File: src/rtl/bit_permute_pipe.sv
// Pipelined bit permuter (reverse / byte swap / per-byte reverse / pass) with leading-zero count.
// Optional out_par (XOR of out_data) is built when BIT_PERMUTE_PARITY_EN is defined.
module bit_permute_pipe #(
    parameter int WIDTH  = 32,
    parameter int STAGES = 2,
    parameter int TAG_W  = 4
) (
    input  logic                   clk,
    input  logic                   rst,
    input  logic                   in_valid,
    output logic                   in_ready,
    input  logic [WIDTH-1:0]       in_data,
    input  logic [1:0]             in_mode,
    input  logic [TAG_W-1:0]       in_tag,
    output logic                   out_valid,
    input  logic                   out_ready,
    output logic [WIDTH-1:0]       out_data,
    output logic [$clog2(WIDTH):0] out_lzc,
    output logic [TAG_W-1:0]       out_tag
`ifdef BIT_PERMUTE_PARITY_EN
    ,
    output logic                   out_par
`endif
);

    localparam int LZW    = $clog2(WIDTH) + 1;
    localparam int NBYTES = WIDTH / 8;

    function automatic logic [WIDTH-1:0] permute(input logic [WIDTH-1:0] d,
                                                 input logic [1:0] m);
        logic [WIDTH-1:0] r;
        r = d;
        unique case (m)
            2'b00: for (int i = 0; i < WIDTH; i++) r[i] = d[WIDTH-1-i];
            2'b01: for (int k = 0; k < NBYTES; k++) r[8*k +: 8] = d[8*(NBYTES-1-k) +: 8];
            2'b10: begin
                for (int k = 0; k < NBYTES; k++) begin
                    for (int j = 0; j < 8; j++) r[8*k+j] = d[8*k+7-j];
                end
            end
            2'b11: r = d;
        endcase
        return r;
    endfunction

    // Scanning upward lets the highest set bit win; all-zero keeps WIDTH.
    function automatic logic [LZW-1:0] lzc(input logic [WIDTH-1:0] d);
        logic [LZW-1:0] c;
        c = LZW'(WIDTH);
        for (int i = 0; i < WIDTH; i++) begin
            if (d[i]) c = LZW'(WIDTH - 1 - i);
        end
        return c;
    endfunction

    logic             out_valid_q;
    logic [WIDTH-1:0] out_data_q;
    logic [LZW-1:0]   out_lzc_q;
    logic [TAG_W-1:0] out_tag_q;

    logic             fin_en;
    logic             fin_load_valid;
    logic [WIDTH-1:0] fin_data_d;
    logic [LZW-1:0]   fin_lzc_d;
    logic [TAG_W-1:0] fin_tag_d;

    assign fin_en = ~out_valid_q | out_ready;

    generate
        if (STAGES == 2) begin : g_two
            logic             s1_valid_q;
            logic [WIDTH-1:0] s1_data_q;
            logic [TAG_W-1:0] s1_tag_q;

            assign in_ready       = ~s1_valid_q | fin_en;
            assign fin_load_valid = s1_valid_q;
            assign fin_data_d     = s1_data_q;
            assign fin_lzc_d      = lzc(s1_data_q);
            assign fin_tag_d      = s1_tag_q;

            always_ff @(posedge clk or posedge rst) begin
                if (rst) begin
                    s1_valid_q <= 1'b0;
                    s1_data_q  <= '0;
                    s1_tag_q   <= '0;
                end else if (in_ready) begin
                    s1_valid_q <= in_valid;
                    if (in_valid) begin
                        s1_data_q <= permute(in_data, in_mode);
                        s1_tag_q  <= in_tag;
                    end
                end
            end
        end else begin : g_one
            logic [WIDTH-1:0] perm;

            assign perm           = permute(in_data, in_mode);
            assign in_ready       = fin_en;
            assign fin_load_valid = in_valid;
            assign fin_data_d     = perm;
            assign fin_lzc_d      = lzc(perm);
            assign fin_tag_d      = in_tag;
        end
    endgenerate

    // Final stage only loads on a real item, so stalled outputs stay put.
    always_ff @(posedge clk or posedge rst) begin
        if (rst) begin
            out_valid_q <= 1'b0;
            out_data_q  <= '0;
            out_lzc_q   <= '0;
            out_tag_q   <= '0;
        end else if (fin_en) begin
            out_valid_q <= fin_load_valid;
            if (fin_load_valid) begin
                out_data_q <= fin_data_d;
                out_lzc_q  <= fin_lzc_d;
                out_tag_q  <= fin_tag_d;
            end
        end
    end

    assign out_valid = out_valid_q;
    assign out_data  = out_data_q;
    assign out_lzc   = out_lzc_q;
    assign out_tag   = out_tag_q;

`ifdef BIT_PERMUTE_PARITY_EN
    logic par_q;

    always_ff @(posedge clk or posedge rst) begin
        if (rst) begin
            par_q <= 1'b0;
        end else if (fin_en && fin_load_valid) begin
            par_q <= ^fin_data_d;
        end
    end

    assign out_par = par_q;
`endif

endmodule

File: config.mk
export PLATFORM = sky130hd
export DESIGN_NAME = bit_permute_pipe
export DESIGN_NICKNAME = d
export VERILOG_FILES = /design/src/rtl/bit_permute_pipe.sv
export SDC_FILE = /design/constraint.sdc
export NUM_CORES = 1
export LEC_CHECK = 0
export CAP_MARGIN = 20
export CORE_AREA = 2 2 112 114
export DETAILED_ROUTE_END_ITERATION = 8
export DIE_AREA = 0 0 114 116
export PLACE_DENSITY_LB_ADDON = 0.15
export SLEW_MARGIN = 20
export SYNTH_ARGS = -nofsm -noshare
export SYNTH_HDL_FRONTEND = slang
export SYNTH_SLANG_ARGS = --single-unit
File: constraint.sdc
create_clock -name clk -period 3.1 [get_ports clk]
set_clock_uncertainty 0.15 [all_clocks]
set_input_delay 0.465 -clock clk [delete_from_list [all_inputs] [get_ports clk]]
set_output_delay 0.465 -clock clk [all_outputs]
set_load 0.005 [all_outputs]
; ---- After elaboration in Yosys (flattened, before gate mapping)
; Cells that the tools add are included.
[totals]
latchBits = 0
mem_count = 0
romBits = 0
register_bits = 80
ramBits = 0
out_inout_bits = 44
[classes]
mux = 33
n_addsub = 0
div_mod_pow = 0
reduce_logical = 3
eq_ne = 3
bitwise_logic = 4
n_lt_le_gt_ge = 0
n_mul = 0
shift = 0
[op_table]
columns = cell, count
row1 = two-way mux 6 bit, 32
row2 = one-hot mux 32 bit (4 select lines), 1
row3 = equality test 2 bit (second input constant), 2
row4 = AND reduction 2 bit, 2
row5 = equality test 2 x 1 -> 1 bit (second input constant), 1
row6 = logical NOT 2 bit, 1
row7 = NOT 1 bit, 2
row8 = bitwise OR 1 bit, 2

; ---- Depth between registers and ports, before layout
[logic_depth]
word_depth = 32
mapped_depth = 7

; ---- Worst setup path before layout
; OpenSTA, ideal clock, no wires.
[synth_path]
path_kind = input port to flip-flop
start = in in_mode[0]
end = reg g_two.s1_data_q[22] (netlist: fin_data_d[22])
setup_time_ns = 0.125
path_stages = 4
required_ns = 2.825
t_arrival_ns = 1.756
setup_slack_ns = 1.069
n_path_buf = 2
cell_sequence = clkbuf_1 -> buf_2 -> mux4_2 -> mux2_2
[synth_via]
elab_chain_len = 2
word_cells_on_any_way = 5
cone_classes = eq/ne: 3 / mux: 1 / reduce/logical: 1
[synth_rtl]
columns = element, line
row1 = "start, declared", 13  ; input logic [1:0] in_mode,
row2 = "equality test 2 bit, or another cell as far along", 33  ; unique case (m)
row3 = one-hot mux 32 bit (4 select lines) (*), 33
row4 = "end signal, assigned", 89  ; s1_data_q <= permute(in_data, in_mode);
row5 = "end, declared", 72  ; logic [WIDTH-1:0] s1_data_q;
; Mark *: on every way between the ends. The rest lies on a longest branch, timed or not.
; A chain may end at the register's enable or synchronous reset.

; ---- Final worst setup path
[layout_path]
start = in out_ready
end = out in_ready
[layout_via]
elab_chain_len = 2
[layout_rtl]
columns = element, line
row1 = "start, declared", 16  ; input logic out_ready,
row2 = bitwise OR 1 bit, 67  ; assign fin_en = ~out_valid_q | out_ready;
row3 = bitwise OR 1 bit, 75  ; assign in_ready = ~s1_valid_q | fin_en;
row4 = "end, declared", 11  ; output logic in_ready,
; Every way passes these cells.

==> reports/metrics.yaml <==
status: "finished, final reports clean"
io_buffers: 85
grt_start_max_net_pins: 81
netlist_area_mm2: 0.00409
worst_pin_slew_ns: 0.507
cap_violations: 0
overflow: 0
cts_tree: "built"
critPathMaxFanout: 3
power_density_mw_per_mm2: 651
vias: 2825
clk_path_buf_depth: 2
cts_resized: 0
period_share_pct: 71.3
synth_edf_count: 0
relSlewSlack_pct: 66.2
ys_async_sr_fraction_pct: 100
critPathRequiredTime_ns: 2.48
min_period_ns: 2.21
clkLatencyLatePin_ns: 0.33
rsz0062_at_grt: "no"
core_area_mm2: 0.0119
hpwl_mm: 6.75
reg2reg_from: "fin_data_d[0]$_DFFE_PP0P_"
power.total_w: 0.00355
postCtsSetupBuffers: 0
track_usage_pct: 14.5
syn_nets: 334
setup_viol: 0
fp.dieH_um: 116
internal-power_w: 0.00260
avgSynthCellArea_um2: 14.0
sw_frac_of_total_pct: 26.8
synthFlopType: "dfrtp_1"
antenna_found_initial: 0
grt_pass1_wl_mm: 14.7
ys_types: 34
syn_inst: 292
drv_slew: 0
clk_pin_slew_ns: 0.06
ys_seq_area_share_pct: 48.9
diodes: 0
cp_slowest_cell: "clkdlybuf4s50_1"
peakVddDrop_mv: 0.305
final.setup.tns_ns: 0
power_leakage_nw: 2.14
timing.final.ws_setup_ns: 0.890
drc_errors: 0
cts_hold_buf: 0
area_growth_pct: 33.2
drt_iter0_markers: 131
endpoint_kind: "output port"
min_to: "out_lzc[3]$_DFFE_PP0P_"
r2r_setup_slack_ns: 1.08
rows: 40
ios: 86
grt_pass1_vias: 2804
clock_sinks: 80
cts_root_buf: "clkbuf_16"
die-area_mm2: 0.0132
switchingPower_w: 0.000951
via_per_inst: 5.32
ys_seq_elements: 80
finalHoldViolations: 0
drive_gt1_share_pct: 33.3
gp_congestion: 0.777
die_w_um: 114
postRouteAntennaNets: 0
synth_warnings: 0
comb_power_share_pct: 25.3
wl_per_cell_um: 16.9
worstPathArrival_ns: 1.60
firstDrtPassIters: 4
pre_cts_ws_ns: 0.624
r2r.worst_path.cells: 5
holdWs_ns: 0.323
clock.fmax_mhz: 452
path_cells: "clkdlybuf4s50_1 -> nor2b_1 -> nand2_1 -> clkdlybuf4s50_1"
r2r-end: "out_lzc[3]$_DFFE_PP0P_"
cts_buffers: 9
initial_utilization_pct: 34.3
htree_levels: 3
critical_path_class: "input pin to output port"
start_kind: "input pin"
n_fill_cell: 1088
slowest_delay_ns: 0.45
drt_wl_total_mm: 8.96
pwr-share-seq_pct: 43.0
hold_class: "flop to flop"
min_from: "out_lzc[3]$_DFFE_PP0P_"
clkPwrFrac_pct: 31.8
min_path_cells: 2
final_nets: 421
path_common_cell: "clkdlybuf4s50_1"
==> power groups by stage <==
stage	Sequential, W	Combinational [W]	Clock, W
after detailed placement	0.00155	0.000907	0
after floorplan	0.00147	0.000445	0
after global routing	0.00156	0.000981	0.00121
after global placement	0.00154	0.000893	0
after CTS	0.00153	0.000911	0.00115
final	0.00152	0.000896	0.00113
==> sequential cells by signal, summed over array words and instances (netlist names) <==
register	count
fin_tag_d	4
fin_data_d	32
out_tag	4
out_valid	1
fin_load_valid	1
out_lzc	6
out_data	32
==> kinds of logic after synthesis <==
kind of cell / count (synthesis) / synth area share (%)
and+or+nand+nor: 58 / 7.52
muxes: 98 / 35.8
AOI/OAI and AO/OA: 31 / 5.05
DFF: 80 / 48.9
buffers and inverters: 25 / 2.72
==> cells in the mapped netlist, types with 2 or more instances <==
| cell type | number | area, um^2 |
|---|---|---|
| or4_1 | 2 | 15.0 |
| nand2b_1 | 4 | 25.0 |
| mux2_2 | 66 | 743 |
| dfrtp_1 | 80 | 2000 |
| mux4_2 | 32 | 721 |
| clkbuf_1 | 3 | 11.3 |
| nand2_1 | 16 | 60.1 |
| o21ai_0 | 11 | 55.1 |
| a21oi_1 | 4 | 20.0 |
| inv_1 | 8 | 30.0 |
| o31ai_1 | 2 | 15.0 |
| nor4_1 | 6 | 37.5 |
| a32oi_1 | 2 | 17.5 |
| buf_2 | 14 | 70.1 |
| a221oi_1 | 2 | 17.5 |
| nor2_1 | 14 | 52.6 |
| or3_1 | 2 | 12.5 |
| a31oi_1 | 2 | 12.5 |
| nor3_1 | 7 | 35.0 |
==> per-stage QoR <==
step,std cells,util [%],area (um^2)
finish,531,45.8,5450
global route,531,45.8,5450
CTS,531,45.8,5450
detailed placement,515,43.1,5130
global placement,515,43.1,5130
floorplan,292,-,4090
==> worst max-delay path, delay by kind of cell <==
| kind | cells | cell delay (ns) |
|---|---|---|
| and+or+nand+nor | 2 | 0.28 |
| buffers and inverters | 2 | 0.85 |
==> final cells by class <==
| class | count | area (um^2) | share of cell area, % |
|---|---|---|---|
| Tap cell | 147 | 184 | 3.37 |
| Clock buffer | 10 | 229 | 4.20 |
| Clock inverter | 6 | 92.6 | 1.70 |
| Multi-Input combinational cell | 187 | 1980 | 36.3 |
| Inverter | 8 | 31.3 | 0.574 |
| Timing Repair Buffer | 93 | 931 | 17.1 |
| Sequential cell | 80 | 2000 | 36.7 |
==> worst max-delay path by stage <==
| stage | startpoint | to | slack, ns | depth (start not counted) |
|---|---|---|---|---|
| 4_1_cts | out_ready | in_ready | 0.88 | 4 |
| 3_5_place_dp | out_ready | out_data[17]$_DFFE_PP0P_ | 0.62 | 5 |
| 5_1_grt | out_ready | in_ready | 0.77 | 4 |
| 2_1_floorplan | rst | fin_data_d[0]$_DFFE_PP0P_ | 0.43 | 1 |
| 6_report | out_ready | in_ready | 0.89 | 4 |
| 3_3_place_gp | out_ready | out_data[11]$_DFFE_PP0P_ | 0.64 | 5 |
==> layer usage <==
| layer | vias up | part of all wire [%] | GRT usage (%) |
|---|---|---|---|
| met3 | 9 | 4.0 | 2.93 |
| met1 | 1441 | 50 | 21.7 |
| met4 | 0 | 1.6 | 5.69 |
| met5 | - | 0 | 0 |
| met2 | 73 | 44 | 20.6 |
| li1 | 1302 | - | - |
==> layout by cell type (no fill, tap or decap), drive strengths merged, types with 2 or more instances in the layout <==
master | Yosys | routed
a32oi | 2 | 2
dfrtp | 80 | 80
nor2 | 14 | 14
bufinv | 0 | 2
or3 | 2 | 2
nor4 | 6 | 6
clkbuf | 3 | 10
inv | 8 | 8
or4 | 3 | 3
o31ai | 2 | 2
buf | 14 | 9
clkinvlp | 0 | 2
nand2 | 16 | 16
mux4 | 32 | 32
a221oi | 2 | 2
or2 | 2 | 2
nor3 | 7 | 7
a21oi | 4 | 4
clkinv | 0 | 2
nand2b | 4 | 4
a31oi | 2 | 2
mux2 | 66 | 66
clkdlybuf4s50 | 0 | 84
o21ai | 11 | 11
(Power assumes the default switching activity.)
